$ cat config.mk
export PLATFORM = sky130hd
export DESIGN_NAME = cp2_cpu_port
export DESIGN_NICKNAME = d
export VERILOG_FILES = /design/src/rtl/cp2_pkg.sv /design/src/rtl/cp2_wait_timer.sv /design/src/rtl/cp2_cpu_port.sv
export SDC_FILE = /design/constraint.sdc
export NUM_CORES = 1
export LEC_CHECK = 0
export ABC_CLOCK_PERIOD_IN_PS = 3460
export CORE_ASPECT_RATIO = 1.25
export CORE_MARGIN = 2
export CORE_UTILIZATION = 49
export DETAILED_ROUTE_END_ITERATION = 10
export PLACE_DENSITY_LB_ADDON = 0.2
export RECOVER_POWER = 100
export SYNTH_ARGS = -nofsm -noshare
export SYNTH_HDL_FRONTEND = slang
export SYNTH_HIERARCHICAL = 1
export SYNTH_SLANG_ARGS = --single-unit
$ cat constraint.sdc
create_clock -name clk -period 3.46 [get_ports clk]
set_clock_uncertainty 0.05 [all_clocks]
set_input_delay 0.346 -clock clk [delete_from_list [all_inputs] [get_ports clk]]
set_output_delay 0.346 -clock clk [all_outputs]
set_load 0.005 [all_outputs]
$ cat src/rtl/cp2_pkg.sv
// Shared definitions for the CPU-side CP2 channel port: op kinds, FSM states, default widths.
package cp2_pkg;

    localparam int unsigned CP2_DW  = 32;
    localparam int unsigned CP2_ECW = 5;
    localparam int unsigned CP2_TMO = 255;

    typedef enum logic [1:0] {
        KIND_EXEC  = 2'b00,
        KIND_MTO   = 2'b01,
        KIND_MFROM = 2'b10,
        KIND_ILL   = 2'b11
    } kind_e;

    typedef enum logic [2:0] {
        ST_IDLE  = 3'd0,
        ST_ISSUE = 3'd1,
        ST_WAITB = 3'd2,
        ST_STRB  = 3'd3,
        ST_WACK  = 3'd4,
        ST_DONE  = 3'd5,
        ST_EXC   = 3'd6,
        ST_TMO   = 3'd7
    } state_e;

    // Busy line that gates the strobe for a given op kind.
    function automatic logic kind_busy(input kind_e k, input logic abusy,
                                       input logic tbusy, input logic fbusy);
        case (k)
            KIND_EXEC:  kind_busy = abusy;
            KIND_MTO:   kind_busy = tbusy;
            KIND_MFROM: kind_busy = fbusy;
            default:    kind_busy = 1'b0;
        endcase
    endfunction

endpackage

$ cat src/rtl/cp2_wait_timer.sv
// Wait-state cycle counter with clear, enable and timeout compare (TMO=0 never hits).
module cp2_wait_timer #(
    parameter int unsigned TMO = 255
) (
    input  logic clk,
    input  logic rst,
    input  logic clr,
    input  logic en,
    output logic hit_c
);

    localparam int unsigned TW = (TMO == 0) ? 1 : $clog2(TMO + 1);

    logic [TW-1:0] count;

    // Saturates at TMO so a long wait cannot wrap back below the limit.
    always_ff @(posedge clk) begin
        if (rst || clr) begin
            count <= '0;
        end else if (en && (count != TW'(TMO))) begin
            count <= count + TW'(1);
        end
    end

    assign hit_c = (TMO != 0) && (count == TW'(TMO));

endmodule

$ cat src/rtl/cp2_cpu_port.sv
// CPU-side initiator for the CP2 coprocessor channel: issues IR, waits on busy,
// strobes exec/move-to/move-from, collects the data ack and reports result or exception.
module cp2_cpu_port
    import cp2_pkg::*;
#(
    parameter int unsigned DW  = CP2_DW,
    parameter int unsigned ECW = CP2_ECW,
    parameter int unsigned TMO = CP2_TMO
) (
    input  logic           clk,
    input  logic           rst,
    input  logic           req_valid,
    input  logic [1:0]     req_kind,
    input  logic [DW-1:0]  req_ir,
    input  logic [DW-1:0]  req_wdata,
    output logic           stall,
    output logic           rsp_valid,
    output logic [DW-1:0]  rsp_rdata,
    output logic           exc_valid,
    output logic [ECW-1:0] exc_code,
    output logic           tmo_valid,
    output logic           cp2_irenable_0,
    output logic [DW-1:0]  cp2_ir_0,
    output logic           cp2_as_0,
    output logic           cp2_ts_0,
    output logic           cp2_fs_0,
    output logic [DW-1:0]  cp2_tdata_0,
    input  logic           cp2_abusy_0,
    input  logic           cp2_tbusy_0,
    input  logic           cp2_fbusy_0,
    input  logic           cp2_tds_0,
    input  logic           cp2_fds_0,
    input  logic [DW-1:0]  cp2_fdata_0,
    input  logic           cp2_excs_0,
    input  logic           cp2_exc_0,
    input  logic [ECW-1:0] cp2_exccode_0
);

    state_e          state;
    kind_e           kind;
    logic [DW-1:0]   wdata;
    logic            busy_sel;
    logic            exc_hit;
    logic            ack_hit;
    logic            tmo_hit;

    always_comb begin
        busy_sel = kind_busy(kind, cp2_abusy_0, cp2_tbusy_0, cp2_fbusy_0);
        exc_hit  = cp2_excs_0 & cp2_exc_0;
        ack_hit  = (kind == KIND_EXEC) ||
                   ((kind == KIND_MTO)   && cp2_tds_0) ||
                   ((kind == KIND_MFROM) && cp2_fds_0);
    end

    // Timer restarts on every entry to a wait state (entries come only from ISSUE and STRB).
    cp2_wait_timer #(.TMO(TMO)) u_timer (
        .clk   (clk),
        .rst   (rst),
        .clr   ((state == ST_ISSUE) || (state == ST_STRB)),
        .en    ((state == ST_WAITB) || (state == ST_WACK)),
        .hit_c (tmo_hit)
    );

    always_ff @(posedge clk) begin
        if (rst) begin
            state          <= ST_IDLE;
            kind           <= KIND_EXEC;
            wdata          <= '0;
            stall          <= 1'b0;
            rsp_valid      <= 1'b0;
            rsp_rdata      <= '0;
            exc_valid      <= 1'b0;
            exc_code       <= '0;
            tmo_valid      <= 1'b0;
            cp2_irenable_0 <= 1'b0;
            cp2_ir_0       <= '0;
            cp2_as_0       <= 1'b0;
            cp2_ts_0       <= 1'b0;
            cp2_fs_0       <= 1'b0;
            cp2_tdata_0    <= '0;
        end else begin
            rsp_valid      <= 1'b0;
            exc_valid      <= 1'b0;
            tmo_valid      <= 1'b0;
            cp2_irenable_0 <= 1'b0;
            cp2_as_0       <= 1'b0;
            cp2_ts_0       <= 1'b0;
            cp2_fs_0       <= 1'b0;
            case (state)
                ST_IDLE: begin
                    if (req_valid) begin
                        kind      <= kind_e'(req_kind);
                        wdata     <= req_wdata;
                        rsp_rdata <= '0;
                        if (req_kind == KIND_ILL) begin
                            state     <= ST_EXC;
                            exc_valid <= 1'b1;
                            exc_code  <= '1;
                        end else begin
                            state          <= ST_ISSUE;
                            stall          <= 1'b1;
                            exc_code       <= '0;
                            cp2_irenable_0 <= 1'b1;
                            cp2_ir_0       <= req_ir;
                        end
                    end
                end
                ST_ISSUE: begin
                    state    <= ST_WAITB;
                    cp2_ir_0 <= '0;
                end
                ST_WAITB: begin
                    if (exc_hit) begin
                        state     <= ST_EXC;
                        stall     <= 1'b0;
                        exc_valid <= 1'b1;
                        exc_code  <= cp2_exccode_0;
                    end else if (!busy_sel) begin
                        state    <= ST_STRB;
                        cp2_as_0 <= (kind == KIND_EXEC);
                        cp2_ts_0 <= (kind == KIND_MTO);
                        cp2_fs_0 <= (kind == KIND_MFROM);
                        if (kind == KIND_MTO) begin
                            cp2_tdata_0 <= wdata;
                        end
                    end else if (tmo_hit) begin
                        state     <= ST_TMO;
                        stall     <= 1'b0;
                        tmo_valid <= 1'b1;
                    end
                end
                ST_STRB: begin
                    if (exc_hit) begin
                        state       <= ST_EXC;
                        stall       <= 1'b0;
                        exc_valid   <= 1'b1;
                        exc_code    <= cp2_exccode_0;
                        cp2_tdata_0 <= '0;
                    end else begin
                        state <= ST_WACK;
                    end
                end
                // Exception outranks the data ack, which outranks the timeout.
                ST_WACK: begin
                    if (exc_hit) begin
                        state       <= ST_EXC;
                        stall       <= 1'b0;
                        exc_valid   <= 1'b1;
                        exc_code    <= cp2_exccode_0;
                        cp2_tdata_0 <= '0;
                    end else if (ack_hit) begin
                        state       <= ST_DONE;
                        stall       <= 1'b0;
                        rsp_valid   <= 1'b1;
                        cp2_tdata_0 <= '0;
                        if (kind == KIND_MFROM) begin
                            rsp_rdata <= cp2_fdata_0;
                        end
                    end else if (tmo_hit) begin
                        state       <= ST_TMO;
                        stall       <= 1'b0;
                        tmo_valid   <= 1'b1;
                        cp2_tdata_0 <= '0;
                    end
                end
                default: begin
                    state <= ST_IDLE;
                end
            endcase
        end
    end

endmodule
# Yosys cells after proc, flatten, opt, wreduce, memory -nomap -nowiden
# Index checks and enable logic that the tools add are counted.
[totals]
reg_bits = 154
out_inout_bits = 109
elab_cells = 119
[classes]
addsub = 1
eq_ne = 21
mux = 51
bitwise_logic = 5
reduce_logical = 25
[op_table]
columns = ["operator", "n"]
rows = [
  ["$mux 32", 13],
  ["$pmux 32 s2", 2],
  ["$pmux 32 s3", 1],
  ["$mux 3", 7],
  ["$mux 1", 18],
  ["$mux 5", 3],
  ["$pmux 3 s5", 1],
  ["$ne 2x2->1 const B", 7],
  ["$pmux 5 s2", 1],
  ["$reduce_and 5->1", 2],
  ["$reduce_or 3->1", 3],
  ["$add 8x1->8 const B", 1],
  ["$eq 8x8->1 const B", 1],
  ["$ne 8x8->1 const B", 1],
  ["$eq 3x2->1 const B", 2],
  ["$ne 2x1->1 const B", 3],
  ["$reduce_and 3->1", 2],
  ["$reduce_and 6->1", 1],
  ["$reduce_bool 2->1", 3],
  ["$logic_or 1x1->1", 5],
  ["$eq 2x2->1 const B", 2],
  ["$ne 4x4->1 const B", 1],
  ["$not 1->1", 4],
  ["$pmux 1 s2", 2],
  ["15 further kinds", 17],
]

# Longest topological paths before layout
# Gate-level depths: netlist (run 1).
[depth]
depth_word = 7
depth_mapped = 9
depth_no_buf = 8

# Modules after synthesis
# Netlist (run 1), hierarchy kept.
[by_module_without_submodules]
columns = ["mod", "n_inst", "cells_each", "area_each_um2", "seq_area_each_um2"]
rows = [
  ["cp2_cpu_port", 1, 693, 5879.4, 2922.8],
  ["cp2_wait_timer", 1, 49, 425.4, 160.2],
]

# Worst setup path before layout (run 1)
# OpenSTA, ideal clock, no wires.
[synth_timing]
path_type = "reg-to-reg"
startpoint = "reg u_timer.count[5]"
endpoint = "reg cp2_tdata_0[0]"
t_arrival_ns = 1.703
slack_ns = 1.587
stages_incl_launch_ff = 10
n_path_buf = 2
period_less_slack_ns = 1.873
cell_sequence = "dfxtp_1 > and3_1 > buf_2 > inv_1 > nor3_1 > nor2_1 > o22ai_1 > o2bb2ai_2 > buf_6 > mux2i_1"
[synth_via]
elab_chain_cells = 3
[synth_rtl]
columns = ["item", "line", "rtl"]
rows = [
  ["from (decl)", "cp2_wait_timer.sv:14", "logic [TW-1:0] count;"],
  ["from (signal assigned)", "cp2_wait_timer.sv:21", "count <= count + TW'(1);"],
  ["$eq 8x8->1", "cp2_wait_timer.sv:25", "assign hit_c = (TMO != 0) && (count == TW'(TMO));"],
  ["via tmo_hit", "cp2_cpu_port.sv:45", "logic tmo_hit;"],
  ["$ne 4x4->1 (no line)", "n/a", ""],
  ["$reduce_and 6->1 (no line)", "n/a", ""],
  ["to (signal assigned)", "cp2_cpu_port.sv:124", "cp2_tdata_0 <= wdata;"],
  ["to (decl)", "cp2_cpu_port.sv:27", "output logic [DW-1:0] cp2_tdata_0,"],
]
# The timed path passes the listed nets, and every way through them passes these cells.
# A chain may end at the register's enable or synchronous reset.

# Final worst setup path (run 1)
[layout_timing]
startpoint = "reg state[0]"
endpoint = "reg wdata[24]"
[layout_via]
elab_chain_cells = 2
[layout_rtl]
columns = ["item", "line", "rtl"]
rows = [
  ["from (decl)", "cp2_cpu_port.sv:39", "state_e state;"],
  ["from (signal assigned)", "cp2_cpu_port.sv:66", "state <= ST_IDLE;"],
  ["from (signal assigned)", "cp2_cpu_port.sv:96", "state <= ST_EXC;"],
  ["from (signal assigned)", "cp2_cpu_port.sv:100", "state <= ST_ISSUE;"],
  ["$logic_not 3->1", "cp2_cpu_port.sv:89", "case (state)"],
  ["$reduce_and 2->1 (no line)", "n/a", ""],
  ["to (signal assigned)", "cp2_cpu_port.sv:93", "wdata <= req_wdata;"],
  ["to (decl)", "cp2_cpu_port.sv:41", "logic [DW-1:0] wdata;"],
]
# Every way passes these cells.

==> flow_metrics.tcl, run 1 <==
set metrics [dict create \
    drive_above_1_share_pct 5.380 \
    finalSetupViolCount 0 \
    pin_count 222 \
    slew_viol_final 35 \
    hold_viol_final 0 \
    syn_avg_cell_area_sq_um 8.497 \
    initialDrtViolationCount 268 \
    die_h_um 130.8 \
    ys.flop_type "dfxtp_1" \
    ys_ff_latch 154 \
    drt-pass1-iter-count 6 \
    setup_tns_ns 0 \
    grt_max_degree 96 \
    dp_cells 1084 \
    final_cell_mix "154 x dfxtp_1, 147 x nand2_1, 117 x a21oi_1, 111 x clkdlybuf4s50_1, 109 x dlygate4sd3_1" \
    synth_area_leaders "dfxtp_1 49%, a21oi_1 9.2%, nand2_1 8.8%" \
    cts_buffers 17 \
    slew-limit-headroom_pct -10.93 \
    cts_resized 0 \
    netlist_area_sq_um 6305 \
    min_to "kind[0]" \
    grt_pass1_wl_mm 27.33 \
    hpwl_mm 11.93 \
    rsz0062_at_grt "false" \
    num-fill-cells 956 \
    cp_num_buf_inv 1 \
    synth_edf_count 0 \
    die_x_um 105.5 \
    start_util_pct 50.02 \
    min_period_over_period_pct 83.49 \
    row_count 46 \
    wl_mm 17.44 \
    violations "capacitance limit, slew limit" \
    critPathKind "reg -> reg" \
    yosysTopAreaCell "dfxtp_1" \
    min_period_ns 2.889 \
    crit_required_ns 3.75 \
    maxCapViolCount 1 \
    grt_busiest_layer "met2" \
    vdd.ir_drop.worst_uv 335.3 \
    clkSinkCount 154 \
    fin_cells 1116 \
    syn-num-nets 856 \
    async_reset_ff_share_pct 0 \
    syn2layout_area_growth_pct 43.80 \
    final_common_cell "dfxtp_1" \
    path_clk_slew_ns 0.07 \
    port_buffers 221 \
    r2r_start "state[0]" \
    core_sq_um 12600 \
    hold_buffers 0 \
    grt_use_met3_pct 9.474 \
    met2_usage_pct 43.49 \
    final_antenna_net_count 0 \
    clockBufferDepth 2 \
    worst_pin_slew_ns 1.664 \
    holdCritStartpoint "rst" \
    cts-root-buf "clkbuf_16" \
    worst_path_largest_cell_delay_ns 1.22 \
    vias_per_cell 5.380 \
    seqCellArea_sq_um 3083 \
    pwr_density_cell_nw_per_um2 576.8 \
    via_count 6004 \
    cts_setup_buffers 0 \
    synth_cell_types 57 \
    ys_seq_area_share_pct 48.90 \
    synth_top_area_share_pct 48.90 \
    antenna_found_initial 0 \
    reg2reg_slack_ns 0.57 \
    ys_warn_count 6 \
    gp_congestion 0.9318 \
    fmax_ghz 0.3462 \
    grt_use_total_pct 24.79 \
    grt_pass1_vias 5721 \
    hp-class "in -> reg" \
    cts_tree "yes" \
    num_antenna_cells 0 \
    nets 1049 \
    post-route-drc-count 0 \
    slowest_stage "clkbuf_1" \
    reg2reg_depth 5 \
    hold_depth 2 \
    crit_family "buffers and inverters" \
    use_met1_pct 26.94 \
    clock_insertion_delay_worst_skew_ns 0.42 \
    r2r_end "wdata[24]" \
    syn_inst 742 \
    cp-start-kind "register" \
    multiInputGateArea_sq_um 2884 \
    crit_fanout 34 \
    power_leakage_nw 3.691 \
    routedWlPerCell_um 15.63 \
    cts-htree-levels 4 \
    endpoint_kind "register" \
    die_area_sq_um 13800 \
    status "complete, but fails checks" \
    crit_path_cell_trace "nor2_1 > nand3b_1 > clkbuf_1 > nand2_1 > a21oi_1" \
    crit_arrival_ns 3.18 \
    overflow 0 \
]
==> worst register-to-register path, cell delays in order, from the launching register on <==
cell and delay [ns]:
dfxtp_1 0.71, nor2_1 0.18, nand3b_1 0.20, clkbuf_1 1.22, nand2_1 0.25, a21oi_1 0.21
==> registers in the layout (all words and copies together) (netlist names) <==
register,cells
cp2_as_0,1
cp2_fs_0,1
cp2_ir_0,32
cp2_irenable_0,1
cp2_tdata_0,32
cp2_ts_0,1
exc_code,5
exc_valid,1
kind,2
rsp_rdata,32
rsp_valid,1
stall,1
state,3
tmo_valid,1
u_timer/count,8
wdata,32
==> per-stage QoR <==
stage / util (%) / instance area [sq um] / power, mW / setup slack (ns) / hold slack [ns]
4_1_cts: 72.30 / 9112 / 5.337 / 0.9059 / 0.3484
3_3_place_gp: 67.59 / 8519 / 3.445 / 1.024 / 0.3869
6_report: 71.93 / 9066 / 5.229 / 0.5713 / 0.3474
5_1_grt: 71.93 / 9066 / 5.489 / 0.4180 / 0.3828
3_5_place_dp: 67.59 / 8519 / 3.492 / 0.9003 / 0.3937
2_1_floorplan: - / 6305 / 2.946 / 1.587 / 0.3728
==> worst max path at each step <==
stage / slack (ns) / startpoint / endpoint / cells after the start
final: 0.57 / state[0] / wdata[24] / 5
after global routing: 0.42 / state[0] / rsp_rdata[14] / 6
after CTS: 0.91 / state[0] / cp2_tdata_0[25] / 4
after detailed placement: 0.90 / state[0] / cp2_tdata_0[25] / 4
after global placement: 1.02 / state[0] / cp2_tdata_0[16] / 4
after floorplan: 1.59 / u_timer/count[5] / cp2_tdata_0[0] / 9
==> report_power, final <==
group	switching, mW	internal [mW]	total, mW
clock	0.796	1.04	1.84
sequential	0.126	1.96	2.09
combinational	0.714	0.589	1.30
==> layer usage <==
layer	part of all wire [%]	wire length [um]	vias to the layer above
met3	9.2	1609	33
met2	51	8864	264
met5	0	0	-
met4	2.2	379	0
li1	-	-	2915
met1	38	6590	2792
==> Yosys cell counts (2+ instances only) <==
cell type  count
o22ai_1        2
buf_6          8
or3_1          2
nand2_1      147
o21ai_0        4
nand4b_1       2
dfxtp_1      154
a31oi_1        5
nor3_1         7
buf_4          3
inv_1          6
nor3b_1        2
clkbuf_1      34
a2111oi_0      3
nand3_1       65
and2_1         2
buf_1          3
nand4_1        2
nor2_1        20
buf_2          9
a211oi_1       6
nor2b_1        5
and3_1         2
mux2i_1       35
nand2b_1      67
a21oi_1      116
==> cell families (layout without fill, tap and decap cells) <==
| logic type | after synthesis | after routing | share of synthesized area (%) |
|---|---|---|---|
| AOI/OAI and AO/OA | 155 | 155 | 14.23 |
| adders and majority gates | 1 | 1 | 0.1984 |
| buffers and inverters | 63 | 269 | 5.060 |
| DFF | 154 | 154 | 48.90 |
| muxes | 37 | 37 | 5.973 |
| and+or+nand+nor | 332 | 332 | 25.64 |
==> final cells by class <==
type / count / share of cell area [%]
Sequential cell: 154 / 34.00
Multi-Input combinational cell: 525 / 31.81
Timing Repair Buffer: 231 / 25.08
Clock buffer: 18 / 4.844
Tap cell: 168 / 2.319
Clock inverter: 14 / 1.697
Inverter: 6 / 0.2484
Note: power is estimated with default switching activity, not from simulation.
==> run 2, diff against run 1 <==
--- a/config.mk
+++ b/config.mk
@@ -5,10 +5,10 @@
 export SDC_FILE = /design/constraint.sdc
 export NUM_CORES = 1
 export LEC_CHECK = 0
-export ABC_CLOCK_PERIOD_IN_PS = 3460
+export ABC_CLOCK_PERIOD_IN_PS = 2700
 export CORE_ASPECT_RATIO = 1.25
 export CORE_MARGIN = 2
-export CORE_UTILIZATION = 49
+export CORE_UTILIZATION = 45
 export DETAILED_ROUTE_END_ITERATION = 10
 export PLACE_DENSITY_LB_ADDON = 0.2
 export RECOVER_POWER = 100
==> constraint.sdc (replaced) <==
create_clock -name clk -period 2.7 [get_ports clk]
set_clock_uncertainty 0.05 [all_clocks]
set_input_delay 0.27 -clock clk [delete_from_list [all_inputs] [get_ports clk]]
set_output_delay 0.27 -clock clk [all_outputs]
set_load 0.005 [all_outputs]
==> run 2 against run 1 <==
Net effect: the flow now finishes without violations; routed wire length is 7.2% lower; non-clock buffer count is 7 higher; first-iteration DRC count is 32% higher; power is 32% higher; clock-buffer cell count is 7 higher; largest power group unchanged.
==> flow_metrics.tcl, run 2 (same netlist as run 1, synthesis figures left out) <==
set metrics [dict create \
    reg2reg_slack_ns 0.42 \
    final_antenna_net_count 0 \
    min_period_over_period_pct 84.27 \
    slew-limit-headroom_pct 56.02 \
    grt_use_total_pct 21.59 \
    drive_above_1_share_pct 5.556 \
    grt_pass1_vias 5344 \
    hp-class "in -> reg" \
    port_buffers 221 \
    via_count 5799 \
    post-route-drc-count 0 \
    crit_fanout 32 \
    crit_required_ns 2.93 \
    num_antenna_cells 0 \
    cts_buffers 17 \
    finalSetupViolCount 0 \
    rsz0062_at_grt "false" \
    power_leakage_nw 3.752 \
    start_util_pct 45.84 \
    die_x_um 109.9 \
    cts-root-buf "clkbuf_16" \
    hpwl_mm 10.95 \
    vias_per_cell 5.136 \
    wl_mm 16.20 \
    syn2layout_area_growth_pct 45.64 \
    initialDrtViolationCount 355 \
    fin_cells 1129 \
    path_clk_slew_ns 0.06 \
    min_period_ns 2.275 \
    antenna_found_initial 0 \
    crit_arrival_ns 2.50 \
    clock_insertion_delay_worst_skew_ns 0.41 \
    hold_viol_final 0 \
    grt_max_degree 65 \
    worst_pin_slew_ns 0.6597 \
    num-fill-cells 1176 \
    cts_setup_buffers 0 \
    fmax_ghz 0.4395 \
    nets 1056 \
    clkSinkCount 154 \
    final_common_cell "dfxtp_1" \
    die_h_um 136.3 \
    overflow 0 \
    cts_resized 0 \
    grt_pass1_wl_mm 25.72 \
    critPathKind "reg -> reg" \
    pin_count 222 \
    pwr_density_cell_nw_per_um2 749.1 \
    slew_viol_final 0 \
    reg2reg_depth 6 \
    gp_congestion 0.8937 \
    hold_buffers 0 \
    status "finished, final reports clean" \
    routedWlPerCell_um 14.35 \
    cts-htree-levels 4 \
    setup_tns_ns 0 \
    dp_cells 1098 \
    cts_tree "yes" \
    core_sq_um 13750 \
    clockBufferDepth 2 \
    row_count 48 \
    final_cell_mix "154 x dfxtp_1, 147 x nand2_1, 117 x a21oi_1, 111 x clkdlybuf4s50_1, 109 x dlygate4sd3_1" \
    die_area_sq_um 14980 \
    maxCapViolCount 0 \
    cp-start-kind "register" \
    vdd.ir_drop.worst_uv 493.8 \
    hold_depth 2 \
    endpoint_kind "register" \
    drt-pass1-iter-count 4 \
]
## run 2: changes by cell type in the layout (fill, tap and decap cells not counted), sizes merged
| cell | delta |
|---|---|
| clkbuf | +7 |
| inv | -8 |
| clkinvlp | -1 |
| bufinv | +3 |
| buf | +7 |
| clkinv | -2 |
## run 2: worst max-delay path, stage by stage (launching register included)
cell and delay, ns:
dfxtp_1 0.50, mux2_1 0.37, a21oi_1 0.41, nand2_1 0.17, o2bb2ai_4 0.14, buf_4 0.29
mux2i_1 0.18
## run 2: per-layer routing
metal  global-route usage [%]  share of wire, %  wire length (um)
met1                    25.06                40              6550
met5                        0                 0                 0
met3                    8.629               8.1              1304
met4                    7.736               2.1               339
met2                    35.62                49              8000
## run 2: final timing paths
path           startpoint               to
min reg2reg  cp2_ir_0[29]     cp2_ir_0[29]
max reg2reg       kind[0]  cp2_tdata_0[24]
max               kind[0]  cp2_tdata_0[24]
min                   rst         wdata[8]
## run 2: final cells by class
class	instances	area [sq um]	share of cell area [%]
Clock inverter	6	133.9	1.458
Sequential cell	154	3083	33.57
Clock buffer	25	505.5	5.505
Tap cell	175	219.0	2.385
Multi-Input combinational cell	525	2882	31.38
Inverter	6	22.52	0.2453
Timing Repair Buffer	238	2337	25.45
## run 2: report_power, final
part	total (mW)	internal (mW)	switching, mW
Combinational	1.70	0.781	0.914
Sequential	2.65	2.52	0.131
Clock	2.53	1.67	0.868
Total	6.88	4.97	1.91
## run 2: through the flow
step	utilization, %	instance area, sq um	power (mW)	hold WS, ns	setup WS [ns]
detailed placement	62.48	8593	4.496	0.3936	0.4481
CTS	67.13	9233	7.050	0.1857	0.4897
finish	66.77	9183	6.879	0.2048	0.4247
floorplan	-	6305	3.775	0.2968	0.8272
global placement	62.48	8593	4.479	0.3867	0.4942
global route	66.77	9183	7.243	0.2040	0.1948
